--- src/rtl/busca_instrucao.sv ---
// nRISC instruction fetch stage: PC, request/ack fetch, instruction
// register with opcode and 2-bit register field slices.
module busca_instrucao #(
  parameter int                 LARG_PC    = 8,
  parameter logic [LARG_PC-1:0] PC_INICIAL = '0
) (
  input  logic               clock,
  input  logic               reset,
  output logic [LARG_PC-1:0] mem_addr,
  output logic               mem_req,
  input  logic               mem_ack,
  input  logic [7:0]         mem_data,
  input  logic               stall,
  input  logic               branch_taken,
  input  logic [LARG_PC-1:0] branch_target,
  output logic [7:0]         instr,
  output logic               instr_valid,
  output logic [LARG_PC-1:0] pc_instr,
  output logic [2:0]         opcode,
  output logic [1:0]         campo_a,
  output logic [1:0]         campo_b
);

  typedef enum logic {
    ESPERA = 1'b0,
    VALIDA = 1'b1
  } estado_t;

  estado_t            state_q, state_d;
  logic [LARG_PC-1:0] pc_q, pc_d;
  logic [LARG_PC-1:0] pc_instr_q, pc_instr_d;
  logic [7:0]         instr_q, instr_d;
  logic               valid_q, valid_d;

  always_comb begin
    state_d    = state_q;
    pc_d       = pc_q;
    pc_instr_d = pc_instr_q;
    instr_d    = instr_q;
    valid_d    = valid_q;
    // a redirect wins over ack and stall alike
    if (branch_taken) begin
      pc_d    = branch_target;
      valid_d = 1'b0;
      state_d = ESPERA;
    end else begin
      unique case (state_q)
        ESPERA: begin
          if (mem_ack) begin
            instr_d    = mem_data;
            pc_instr_d = pc_q;
            pc_d       = pc_q + 1'b1;
            valid_d    = 1'b1;
            state_d    = VALIDA;
          end
        end
        VALIDA: begin
          if (!stall) begin
            valid_d = 1'b0;
            state_d = ESPERA;
          end
        end
        default: state_d = ESPERA;
      endcase
    end
  end

  always_ff @(posedge clock) begin
    if (reset) begin
      state_q    <= ESPERA;
      pc_q       <= PC_INICIAL;
      pc_instr_q <= '0;
      instr_q    <= '0;
      valid_q    <= 1'b0;
    end else begin
      state_q    <= state_d;
      pc_q       <= pc_d;
      pc_instr_q <= pc_instr_d;
      instr_q    <= instr_d;
      valid_q    <= valid_d;
    end
  end

  assign mem_req     = (state_q == ESPERA) && !reset;
  assign mem_addr    = pc_q;
  assign instr       = instr_q;
  assign instr_valid = valid_q;
  assign pc_instr    = pc_instr_q;
  assign opcode      = instr_q[7:5];
  assign campo_a     = instr_q[4:3];
  assign campo_b     = instr_q[2:1];

endmodule

--- config.mk ---
export PLATFORM = sky130hd
export DESIGN_NAME = busca_instrucao
export DESIGN_NICKNAME = d
export VERILOG_FILES = /design/src/rtl/busca_instrucao.sv
export SDC_FILE = /design/constraint.sdc
export NUM_CORES = 1
export LEC_CHECK = 0
export BUFFER_PORTS_ARGS = -buffer_cell sky130_fd_sc_hd__clkbuf_2
export CORE_MARGIN = 2
export CORE_UTILIZATION = 48
export CTS_CLUSTER_DIAMETER = 80
export CTS_CLUSTER_SIZE = 24
export DETAILED_ROUTE_END_ITERATION = 10
export PLACE_DENSITY = 0.8
export SLEW_MARGIN = 20
export SYNTH_ARGS = -nofsm -noshare
export SYNTH_HDL_FRONTEND = slang
export SYNTH_SLANG_ARGS = --single-unit
--- constraint.sdc ---
create_clock -name clock -period 3.5 [get_ports clock]
set_input_delay 0.7 -clock clock [delete_from_list [all_inputs] [get_ports clock]]
set_output_delay 0.7 -clock clock [all_outputs]
set_load 0.02 [all_outputs]
# ---- Word level (Yosys, flattened, before mapping)
# Index checks and enable logic that the tools add are counted.
# Widths: inputs -> output; s select.
dict set report op_classes {
  reduce_logical 7
  n_eq_ne 3
  add_sub_neg 1
  muxes 9
  bitwise 2
}
# op n
set op_table {}
lappend op_table {{$mux 8} 3}
lappend op_table {{$add 8x1->8 const B} 1}
lappend op_table {{$ne 2x2->1 const B} 3}
lappend op_table {{$mux 1} 4}
lappend op_table {{$pmux 1 s2} 2}
lappend op_table {{$reduce_and 2->1} 2}
lappend op_table {{$reduce_and 3->1} 1}
lappend op_table {{$not 1->1} 2}
lappend op_table {{$reduce_bool 2->1} 1}
lappend op_table {{$reduce_or 2->1} 1}
lappend op_table {{$logic_and 1x1->1} 1}
lappend op_table {{$logic_not 1->1} 1}
dict set report word_totals {
  register_bits 26
  output_inout_bits 33
}

# ---- Depth between registers and ports, before layout
dict set report logic_depth {
  depth_word 4
  ltp_mapped 5
}

# ---- Worst setup path before layout
# OpenSTA, ideal clock, no wires.
dict set report synth_timing {
  path_kind {input -> output}
  start {input reset}
  end {output mem_req}
  t_arrival_ns 1.373
  required_time_ns 2.800
  path_slack_ns 1.427
  cell_stages 3
  path_buffers 2
  path_cell_list {clkbuf_1 > clkbuf_1 > nor2_1}
}
dict set report synth_between {
  elab_chain_cells 2
}
# item line_no
set synth_rtl {}
lappend synth_rtl {{start: declaration} 8} ;# input logic reset,
lappend synth_rtl {{$logic_not 1->1} 84} ;# assign mem_req = (state_q == ESPERA) && !reset;
lappend synth_rtl {{$logic_and 1x1->1} 84}
lappend synth_rtl {{end: declaration} 10} ;# output logic mem_req,
# Every way passes these cells.

# ---- Worst setup path after layout
# Ends and elaborated chain as after synthesis.

==> metrics.csv <==
metric;value;unit
synth.yosys.seq_area_share;0.465;
yosysMostFrequentCell;nand2_1;
initial_core_util;0.506;
yosysTopAreaCell;dfxtp_1;
multi_input_area;504;um^2
maxCapViolations;0;
portBuffers;53;
drive_above_1_share;0.352;
p_sw;162;uW
rr_startpoint;mem_addr[3];
io_pins;54;
syn_to_final_growth;22.9;%
cts_buffers;3;
critPathRequiredTime;2800;ps
routedWlPerCell;11.8;um
layout_setup_ws;1400;ps
post_drt_via_cell_ratio;5.16;
synth_top_area_share;0.465;
syn_inst;136;
final-setup-viol-count;0;
finalCritPeriodShare;0.599;
hp-class;reg -> reg;
netlist_area;0.00112;mm^2
die_w;52.3;um
grt_usage;0.198;
synthArstFlopShare;0;
ys_types;31;
hold_viol;0;
drc_errors;0;
finalSetupTns;0;ps
placed_area;0.00134;mm^2
grt_pass1_vias;966;
crit_fanout;27;
rows;17;
vias;1069;
yosys_warnings;0;
cp-end-kind;output port;
grt_setup_unrepaired;no;
cts_resized;0;
fmax;477;MHz
die_y;52.3;um
nNetsFinal;202;
fillers;215;
peakVddDrop;0.000249;V
dp_cells;203;
clockPowerShare;0.258;
p_int;412;uW
synth_seq_cells;26;
first_pass_iters;4;
post_cts_buffers;0;
post-place-ws;1420;ps
postRouteAntennaNets;0;
fin_cells;207;
synth_edf_count;0;
grt_max_degree;28;
min_from;pc_instr[2];
register_area;520;um^2
r2r_end;mem_addr[7];
synthFlopType;dfxtp_1;
power.leakage;0.000626;uW
power;574;uW
sw_frac_of_total;0.283;
rrSetupSlack;1970;ps
path_class;in -> out;
synth_nets;158;
period_needed;2100;ps
cts-htree-levels;1;
synth.avg_cell_area;8.23;um^2
place_congestion;0.737;
reg2reg_depth;3;
clock-skew-final;8.21;ps
cts_sinks;26;
dieArea;0.00274;mm^2
p_per_area;417;mW/mm^2
status;complete, no violations;
startpoint;reset;
crit_end;mem_req;
power_frac_seq;0.571;
ys_top_cells_by_area;dfxtp_1, nand2_1, a21oi_1;
cp.arrival;1400;ps
core;0.00221;mm^2
grt_antenna_before_repair;0;
worst_slew_pin_slew;937;ps
fin_area;0.00138;mm^2
clkSlewWorstSetupHoldPaths;140;ps
drt_iter0_drc;15;
insertion_delay;310;ps
cts_buffer_depth;2;
grt_pass1_wl;4060;um
cts_tree;yes;
slew_headroom;0.372;
postCtsHoldBufs;0;
diodes;0;
combPwrFrac;0.172;
hpwl;1850;um
start_kind;primary input;
routed_wirelength;2450;um
synthTopCellsByCount;nand2_1, dfxtp_1, a21oi_1, buf_4;
clock-root-buffer;clkbuf_4;
slew_violations;0;
grt_overflow_total;0;
cell families after synthesis:
logic type,count (synthesis),share of synthesized area
AOI/OAI and AO/OA,34,0.183
xor gates and xnor gates,1,0.00782
adders and majority gates,1,0.0112
buffers and inverters,18,0.0849
DFF,26,0.465
muxes,1,0.00894
and+or+nand+nor,55,0.239
power groups by stage:
stage               clock network, uW  registers [uW]  logic (uW)
detailed placement                  0             335        99.3
global route                      166             332         108
CTS                               152             328        99.7
finish                            148             328        98.5
global placement                    0             333        96.2
floorplan                           0             349        49.6
final cells by class:
cell class              instances  area share
inverters                       4      0.0109
repair buffers                 53       0.193
multi-input cells              92       0.366
flip-flops and latches         26       0.378
well taps                      28      0.0255
clock buffers                   4      0.0264
worst max-delay path, stage by stage:
cell and delay [ps]:
clkbuf_2 320, nor2_1 180, clkbuf_2 190
cells in the final DEF, fill, tap and decap left out, types with 3 or more instances in the layout:
cell and count:
o21ai_0 4, a21oi_1 18, inv_1 4, nor2_1 6, clkbuf_2 53, a311oi_1 3, dfxtp_1 26, clkbuf_4 3
nand2_1 34
layer usage:
layer  vias to the layer above  share of wire  global-route usage
li1                        548              -                   -
met1                       474           0.41               0.236
met2                        45           0.52               0.350
met3                         2          0.066              0.0314
met4                         0         0.0070              0.0812
met5                         -              0                   0
worst min-delay path by stage:
stage	slack [ps]	endpoint	cells after the start
floorplan	530	pc_instr[0]	2
global placement	450	instr[0]	2
detailed placement	450	pc_instr[2]	2
CTS	470	pc_instr[2]	2
global route	490	pc_instr[4]	2
finish	470	pc_instr[2]	2
per-stage QoR:
| step | hold WS [ps] | util |
|---|---|---|
| 2_1_floorplan | 533 | - |
| 3_3_place_gp | 445 | 0.606 |
| 3_5_place_dp | 450 | 0.606 |
| 4_1_cts | 469 | 0.622 |
| 5_1_grt | 489 | 0.622 |
| 6_report | 467 | 0.622 |
registers in the layout (all words and copies together) (netlist names):
| signal | cells |
|---|---|
| instr_valid | 1 |
| pc_instr | 8 |
| instr | 8 |
| mem_addr | 8 |
| state_q | 1 |
(Power assumes the default switching activity.)
